### src/rtl/spi_cmd_ctrl.sv
// spi_cmd_ctrl: turns SPI command/data bytes into register-bank write requests.
// A command byte selects single or burst mode and a start address. Each data
// byte then becomes one write handshake (wr_req/wr_ack). Burst mode advances
// the address modulo 16 after every accepted write.
`timescale 1ns/1ps
module spi_cmd_ctrl (
  input  logic       clk,
  input  logic       rst,
  input  logic       cs,
  input  logic [7:0] byte_in,
  input  logic       byte_valid,
  output logic       wr_req,
  output logic [3:0] wr_addr,
  output logic [7:0] wr_data,
  input  logic       wr_ack,
  output logic       busy,
  output logic       err_cmd,
  output logic       err_ovr,
  input  logic       err_clr
);

  typedef enum logic [2:0] {
    IDLE     = 3'd0,
    CMD      = 3'd1,
    DATA     = 3'd2,
    WAIT_ACK = 3'd3,
    DISCARD  = 3'd4
  } state_t;

  state_t     state_r;
  logic       cs_meta_r;
  logic       cs_s;
  logic [3:0] addr_r;
  logic       burst_r;

  // Opcode 01 is a single write and 10 a burst write; 00 and 11 are rejected.
  function automatic logic cmd_valid(input logic [1:0] op);
    return (op == 2'b01) || (op == 2'b10);
  endfunction

  // Two-stage synchroniser for the asynchronous chip select (idle high).
  always_ff @(posedge clk or negedge rst) begin
    if (!rst) begin
      cs_meta_r <= 1'b1;
      cs_s      <= 1'b1;
    end else begin
      cs_meta_r <= cs;
      cs_s      <= cs_meta_r;
    end
  end

  // Frame state machine with registered write handshake, busy and sticky errors.
  always_ff @(posedge clk or negedge rst) begin
    if (!rst) begin
      state_r <= IDLE;
      wr_req  <= 1'b0;
      wr_addr <= 4'd0;
      wr_data <= 8'd0;
      busy    <= 1'b0;
      err_cmd <= 1'b0;
      err_ovr <= 1'b0;
      addr_r  <= 4'd0;
      burst_r <= 1'b0;
    end else begin
      case (state_r)
        IDLE: begin
          // Bytes arriving before the frame is seen are ignored.
          if (!cs_s) begin
            state_r <= CMD;
            busy    <= 1'b1;
          end
        end
        CMD: begin
          // Frame end wins over a byte strobe in the same cycle.
          if (cs_s) begin
            state_r <= IDLE;
            busy    <= 1'b0;
          end else if (byte_valid) begin
            if (cmd_valid(byte_in[7:6])) begin
              addr_r  <= byte_in[3:0];
              burst_r <= (byte_in[7:6] == 2'b10);
              state_r <= DATA;
            end else begin
              err_cmd <= 1'b1;
              state_r <= DISCARD;
            end
          end
        end
        DATA: begin
          if (cs_s) begin
            state_r <= IDLE;
            busy    <= 1'b0;
          end else if (byte_valid) begin
            wr_data <= byte_in;
            wr_addr <= addr_r;
            wr_req  <= 1'b1;
            state_r <= WAIT_ACK;
          end
        end
        WAIT_ACK: begin
          // Any byte arriving while a write is outstanding is lost.
          if (byte_valid) begin
            err_ovr <= 1'b1;
          end
          // A pending write always completes, even after the frame has ended.
          if (wr_ack) begin
            wr_req <= 1'b0;
            if (burst_r) begin
              addr_r <= addr_r + 4'd1;
            end
            if (cs_s) begin
              state_r <= IDLE;
              busy    <= 1'b0;
            end else if (burst_r) begin
              state_r <= DATA;
            end else begin
              state_r <= DISCARD;
            end
          end
        end
        DISCARD: begin
          if (cs_s) begin
            state_r <= IDLE;
            busy    <= 1'b0;
          end
        end
        default: begin
          state_r <= IDLE;
          wr_req  <= 1'b0;
          busy    <= 1'b0;
        end
      endcase
      // Clearing overrides any error raised in the same cycle.
      if (err_clr) begin
        err_cmd <= 1'b0;
        err_ovr <= 1'b0;
      end
    end
  end

endmodule

### config.mk
export PLATFORM = sky130hd
export DESIGN_NAME = spi_cmd_ctrl
export DESIGN_NICKNAME = d
export VERILOG_FILES = /design/src/rtl/spi_cmd_ctrl.sv
export SDC_FILE = /design/constraint.sdc
export NUM_CORES = 1
export LEC_CHECK = 0
export ABC_AREA = 1
export CAP_MARGIN = 0
export CORE_UTILIZATION = 51
export DETAILED_ROUTE_END_ITERATION = 16
export PLACE_DENSITY_LB_ADDON = 0.08
export SETUP_SLACK_MARGIN = 0.5
export SLEW_MARGIN = 20
export SYNTH_ARGS = -nofsm -noshare
export SYNTH_HDL_FRONTEND = slang
export SYNTH_SLANG_ARGS = --single-unit
### constraint.sdc
create_clock -name clk -period 3.58 [get_ports clk]
set_input_delay 0.716 -clock clk [delete_from_list [all_inputs] [get_ports clk]]
set_output_delay 0.716 -clock clk [all_outputs]
set_load 0.005 [all_outputs]
==> summary.md, run 1 <==
| Metric | Value |
|---|---|
| PostCTS Resize Cnt | `0` |
| Initial antenna violation count | `0` |
| CTS sink cnt | `26` |
| Fin crit share | `55.3%` |
| Most frequent cells in the layout | `68 x nand2_1, 28 x clkdlybuf4s50_1, 24 x nand3_1, 24 x dfrtp_1, 11 x inv_1` |
| Worst-path maximum fanout | `2` |
| Worst reg-to-reg setup slack | `around 1.7 ns` |
| WP data arrival | `1.26 ns` |
| Final Non-Filler Cells | `between 200 and 250` |
| Die Width | `52.3 µm` |
| Slew Viols, Final | `0` |
| Number of diodes | `0` |
| Yosys cell types | `19` |
| Endpoints failing setup | `0` |
| CTS Hold Bufs | `0` |
| Initial Util | `56.2%` |
| DRT Wirelength | `2.92 mm` |
| Worst Clk Skew | `about 0.012 ns` |
| Worst setup endpoint | `wr_addr[3]` |
| Yosys reg bits | `26` |
| CP Launch Type | `flip-flop` |
| DRC Markers | `0` |
| Starting DRT DRC Count | `39` |
| Final WS setup | `1.60 ns` |
| Peak VDD IR | `0.490 mV` |
| Layout cells sized above 1 | `under 10%` |
| HPWL after DPL | `about 2.2 mm` |
| CP delay by family, top | `buffers and inverters` |
| DR pass1 iterations | `4` |
| Grt total ovfl | `0` |
| Hold crit path type | `in2async` |
| IO Count | `30` |
| Fmax | `around 500 MHz` |
| Reg2reg start | `state_r[2]` |
| Mean area per synthesized cell | `7.69 µm²` |
| Leakage Power | `between 0.0008 and 0.0009 µW` |
| Total CTS buffers | `3` |
| Die height | `52.3 µm` |
| Via/cell ratio | `between 5 and 6` |
| RR Endpoint | `wr_data[6]` |
| Crit-path max cell delay | `0.52 ns` |
| Minimum clock period | `1.98 ns` |
| Commonest non-fill, non-tap cell in the layout | `nand2_1` |
| Vias in the first global route | `about 1200` |
| First-pass GRT wire length | `between 4 and 5 mm` |
| Setup_tns | `0 ns` |
| Origin of the worst setup path | `wr_addr[3]` |
| GRT Overall Usage | `24.2%` |
| Clk pin slew, worst setup/hold paths | `about 0.14 ns` |
| # rows | `17` |
| Core area | `approximately 0.0023 mm²` |
| Die Area | `0.00274 mm²` |
| Power Density | `a little over 700 mW/mm²` |
| Placed Cells incl. Taps | `~220` |
| CP Class | `reg2out` |
| Antenna viol nets, final | `0` |
| Vias | `about 1200` |
| RD Place Congestion | `about 0.93` |
| Worst Tran Pin Value | `between 0.7 and 0.8 ns` |
| Postcts setup bufs | `0` |
| CP Depth | `1` |
| Place WS | `roughly 1.2 ns` |
| FF-to-FF path depth | `5` |
| Largest net degree at the start of global routing | `26` |
| Nets@finish | `about 220` |
| Yosys warns | `0` |
| Endpoint class of the critical path | `output pin` |
| Synthesized Nets | `~180` |
| Clock tree buffer depth | `2` |
| Crit-path slowest cell | `clkdlybuf4s50_1` |
| Buf/Inv on CP | `1` |
| Post-Synthesis Cell Area | `between 0.001 and 0.0015 mm²` |
| H-tree Lvls | `1` |
| CTS tree | `done` |
| Mapped Cells | `between 150 and 200` |
| RSZ-0062 raised after global routing | `no` |
| Area grow syn2layout | `27.0%` |
| DR WL/cell | `12.9 µm` |
| Fin. Hold Viols | `0` |
| Critical Path RT | `between 2 and 3 ns` |
| Layout fillers | `between 150 and 200` |
| Hold WS | `0.342 ns` |
| Worst-skew pair later-pin latency | `0.33 ns` |
| Sequential share of the synthesized area | `between 50% and 60%` |
| Critical Path, Cell by Cell | `clkdlybuf4s50_1` |
| Outcome | `completed` |
| Max_cap viols | `0` |
| # port buffers | `29` |
| Worst slew margin | `between 40% and 50%` |
| Clock root cell | `clkbuf_4` |
## state kept, by name, summed over array words and instances (netlist names)
signal,cells
wr_data,8
addr_r,4
burst_r,1
wr_req,1
err_cmd,1
wr_addr,4
cs_s,1
err_ovr,1
cs_meta_r,1
state_r,3
busy,1
## layout make-up
| cell class | count | area [µm²] | share of cell area [%] |
|---|---|---|---|
| inverter | 13 | 48.8 | 2.97 |
| sequential | 26 | 653 | 39.8 |
| tap | 28 | 35.0 | 2.14 |
| multi-input combinational | 126 | 574 | 35.0 |
| timing repair buffer | 30 | 293 | 17.8 |
| clock buffer | 4 | 36.3 | 2.21 |
## worst register-to-register path, delay by kind of cell (launching register included)
family	cells	cell delay, ns
flip-flops	1	0.46
AO/OA/AOI/OAI	1	0.24
buffers and inverters	1	0.14
AND/OR/NAND/NOR	3	1.02
## synth_stat cells (all sizes together)
cell type | number | area share, %
nor2 | 11 | 3.4
dfstp | 2 | 4.1
dfrtp | 24 | 47
nand4 | 3 | 1.5
o21ai | 7 | 2.7
a21oi | 3 | 1.2
xnor2 | 1 | 0.68
nand3 | 26 | 11
ha | 2 | 1.9
buf | 3 | 1.2
a31oi | 1 | 0.48
o211ai | 1 | 0.58
nand2 | 71 | 21
inv | 13 | 3.8
## where the power goes
| part | total, µW | internal, µW | leakage [µW] | switching [µW] |
|---|---|---|---|---|
| clock | 152 | 62.4 | 0.0000210 | 89.2 |
| combinational | 539 | 241 | 0.000500 | 298 |
| sequential | 490 | 397 | 0.000336 | 93.3 |
## metrics by stage
step	power (µW)	instance area, µm²	util (%)
after global placement	1010	1610	70.0
after detailed placement	1030	1610	70.0
final	1180	1640	71.4
after global routing	1290	1640	71.4
after floorplan	804	1290	-
after CTS	1180	1650	71.6
## kinds of logic after synthesis
family / after synthesis / share of synthesized area (%)
AOI/OAI and AO/OA: 12 / 4.94
xor gates and xnor gates: 1 / 0.678
adders and majority gates: 2 / 1.94
buffers and inverters: 16 / 4.94
DFF: 26 / 50.6
and+or+nand+nor: 111 / 36.9
## per-layer routing
layer	GRT usage (%)	vias to the layer above	part of all wire [%]
met5	0	-	0
met4	11.4	0	1.8
li1	-	601	-
met3	4.06	7	5.9
met2	40.1	51	48
met1	30.5	562	44
## worst min path at each step
stage              start          to  cells after the start
3_5_place_dp   cs_meta_r        cs_s                      0
6_report             rst  wr_data[2]                      1
5_1_grt              rst  state_r[1]                      1
2_1_floorplan  cs_meta_r        cs_s                      0
3_3_place_gp   cs_meta_r        cs_s                      0
4_1_cts        cs_meta_r        cs_s                      0
No activity file was read; power rests on OpenSTA's default activity.
==> inputs of run 2 (changes only) <==
--- a/config.mk
+++ b/config.mk
@@ -7,7 +7,7 @@
 export LEC_CHECK = 0
 export ABC_AREA = 1
 export CAP_MARGIN = 0
-export CORE_UTILIZATION = 51
+export CORE_UTILIZATION = 44
 export DETAILED_ROUTE_END_ITERATION = 16
 export PLACE_DENSITY_LB_ADDON = 0.08
 export SETUP_SLACK_MARGIN = 0.5
==> constraint.sdc (replaced) <==
create_clock -name clk -period 1.8 [get_ports clk]
set_input_delay 0.36 -clock clk [delete_from_list [all_inputs] [get_ports clk]]
set_output_delay 0.36 -clock clk [all_outputs]
set_load 0.005 [all_outputs]
==> run 2 against run 1 <==
Clock skew fell by 0.00076 ns. Sequential share of layout area fell by 5.3 points. Cell count rose by 12%. Routed wire length rose by 13%. First-iteration DRC count rose by 74%.
==> summary.md, run 2 (same netlist as run 1, synthesis figures left out) <==
| Metric | Value |
|---|---|
| Starting DRT DRC Count | `68 (was 39)` |
| Fin crit share | `approximately 70%` |
| Clk pin slew, worst setup/hold paths | `0.15 ns (was 0.14 ns)` |
| Antenna viol nets, final | `0 (unchanged)` |
| # port buffers | `29 (unchanged)` |
| GRT Overall Usage | `22.1% (was 24.2%)` |
| Slew Viols, Final | `0 (unchanged)` |
| Clock tree buffer depth | `2 (unchanged)` |
| Via/cell ratio | `5.15 (was 5.38)` |
| Outcome | `completed (unchanged)` |
| RSZ-0062 raised after global routing | `yes (was no)` |
| HPWL after DPL | `2.23 mm (was 2.24 mm)` |
| Die height | `56.2 µm (was 52.3 µm)` |
| CTS Hold Bufs | `0 (unchanged)` |
| DRC Markers | `0 (unchanged)` |
| Area after DPL | `0.00165 mm² (was 0.00161 mm²)` |
| Most flop-heavy register | `wr_data (unchanged)` |
| DR pass1 iterations | `5 (was 4)` |
| DRT Wirelength | `3.31 mm (was 2.92 mm)` |
| Origin of the worst setup path | `state_r[2] (was wr_addr[3])` |
| Worst-skew pair later-pin latency | `0.33 ns (about the same)` |
| Final WS setup | `0.512 ns (was 1.60 ns)` |
| H-tree Lvls | `1 (unchanged)` |
| Worst-path maximum fanout | `8 (was 2)` |
| DR WL/cell | `13.0 µm (was 12.9 µm)` |
| Power Density | `1480 mW/mm² (was 720 mW/mm²)` |
| Nets@finish | `240 (was 216)` |
| Leakage Power | `0.00105 µW (was 0.000856 µW)` |
| Hold WS | `0.329 ns (was 0.342 ns)` |
| # rows | `19 (was 17)` |
| Die Area | `0.00316 mm² (was 0.00274 mm²)` |
| CP Class | `reg2reg (was reg2out)` |
| Total CTS buffers | `3 (unchanged)` |
| Largest net degree at the start of global routing | `19 (was 26)` |
| Area grow syn2layout | `47.6% (was 27.0%)` |
| Fmax | `~780 MHz` |
| Minimum clock period | `roughly 1.3 ns` |
| Max_cap viols | `0 (unchanged)` |
| Worst Clk Skew | `0.0109 ns (was 0.0117 ns)` |
| Grt total ovfl | `0 (unchanged)` |
| Worst slew margin | `68.9% (was 46.6%)` |
| Number of diodes | `0 (unchanged)` |
| Biggest regs | `wr_data: 8 flops, addr_r: 4 flops, wr_addr: 4 flops (unchanged)` |
| Vias | `1307 (was 1221)` |
| Final Util | `69.1% (was 71.4%)` |
| Peak VDD IR | `0.952 mV (was 0.490 mV)` |
| Endpoints failing setup | `0 (unchanged)` |
| Worst Tran Pin Value | `0.465 ns (was 0.799 ns)` |
| Most frequent cells in the layout | `64 x nand2_1, 24 x nand3_1, 20 x dfrtp_1, 20 x buf_4, 10 x clkdlybuf4s50_1 (was 68 x nand2_1, 28 x clkdlybuf4s50_1, 24 x nand3_1, 24 x dfrtp_1, 11 x inv_1)` |
| Hold crit path type | `in2async (unchanged)` |
| CP Launch Type | `flip-flop (unchanged)` |
| Commonest non-fill, non-tap cell in the layout | `nand2_1 (unchanged)` |
| Clock root cell | `clkbuf_4 (unchanged)` |
| RD Place Congestion | `0.829 (was 0.934)` |
| Reg2reg start | `state_r[2] (unchanged)` |
| First-pass GRT wire length | `5.53 mm (was 4.82 mm)` |
| Initial antenna violation count | `0 (unchanged)` |
| WP data arrival | `1.52 ns (was 1.26 ns)` |
| Critical Path RT | `2.03 ns (was 2.86 ns)` |
| Die Width | `56.2 µm (was 52.3 µm)` |
| CTS tree | `done (unchanged)` |
| Initial Util | `46.8% (was 56.2%)` |
| Layout cells sized above 1 | `33.6% (was 8.04%)` |
| IO Count | `30 (unchanged)` |
| Fin. Hold Viols | `0 (unchanged)` |
| Power Total | `2820 µW (was 1180 µW)` |
| Design area | `0.00191 mm² (was 0.00164 mm²)` |
| Place WS | `-0.0309 ns (was 1.25 ns)` |
| Vias in the first global route | `1246 (was 1160)` |
| CTS sink cnt | `26 (unchanged)` |
| Core area | `0.00276 mm² (was 0.00230 mm²)` |
| Max reg flops | `8 (unchanged)` |
| Endpoint class of the critical path | `flip-flop (was output pin)` |
==> run 2: cell count changes in the layout (fill, tap and decap cells not counted), sizes merged <==
cell / before / now
nand2: 71 / 72
buf: 2 / 33
dlymetal6s2s: 0 / 2
bufinv: 0 / 1
clkdlybuf4s50: 28 / 10
clkbuf: 4 / 10
dlygate4sd2: 0 / 1
==> run 2: layer usage <==
| metal | GRT usage [%] | wire [µm] | up-vias |
|---|---|---|---|
| li1 | - | - | 651 |
| met5 | 0 | 0 | - |
| met2 | 34.0 | 1590 | 46 |
| met4 | 8.36 | 25 | 0 |
| met3 | 3.26 | 202 | 4 |
| met1 | 31.7 | 1490 | 606 |
==> run 2: where the power goes <==
| part | switching, µW | internal (µW) | total [µW] |
|---|---|---|---|
| Combinational | 744 | 657 | 1400 |
| Clock | 179 | 225 | 404 |
| Sequential | 218 | 798 | 1020 |
| Total | 1140 | 1680 | 2820 |
==> run 2: timing repair <==
item,4_1_cts,5_1_grt
pin swaps,4,6
endpoints found under the setup margin,38,29
setup buffers,9,11
gates resized for setup,65,34
gates cloned,1,0
==> run 2: path summary, 6_finish.rpt <==
check	endpoint	slack, ns	cells past startpoint
setup / recovery	addr_r[0]	0.51	7
hold / removal	err_ovr	0.33	1
setup reg to reg	addr_r[0]	0.51	7
hold reg to reg	cs_s	0.37	0
max in group asynchronous	addr_r[0]	1.00	2
min in group clk	wr_data[7]	0.36	3
==> run 2: final cells by class <==
| class | instances | area, µm² |
|---|---|---|
| flip-flops and latches | 26 | 658 |
| repair buffers | 53 | 418 |
| fillers | 220 | 852 |
| multi-input cells | 127 | 682 |
| well taps | 31 | 38.8 |
| inverters | 13 | 56.3 |
| clock buffers | 3 | 22.5 |
| clock inverters | 1 | 30.0 |
==> run 2: critical path, stage by stage (launching register included) <==
cell and delay (ns):
dfrtp_2 0.47, inv_4 0.11, nand3_4 0.17, buf_6 0.17
nand2_1 0.06, o21ai_1 0.07, nand3_1 0.08, nand2_1 0.05
==> run 2: metrics by stage <==
| stage | std cells | setup TNS, ns |
|---|---|---|
| 6_report | 254 | 0 |
| 3_3_place_gp | 229 | 0 |
| 3_5_place_dp | 229 | -0.0924 |
| 5_1_grt | 254 | 0 |
| 2_1_floorplan | 168 | 0 |
| 4_1_cts | 243 | 0 |
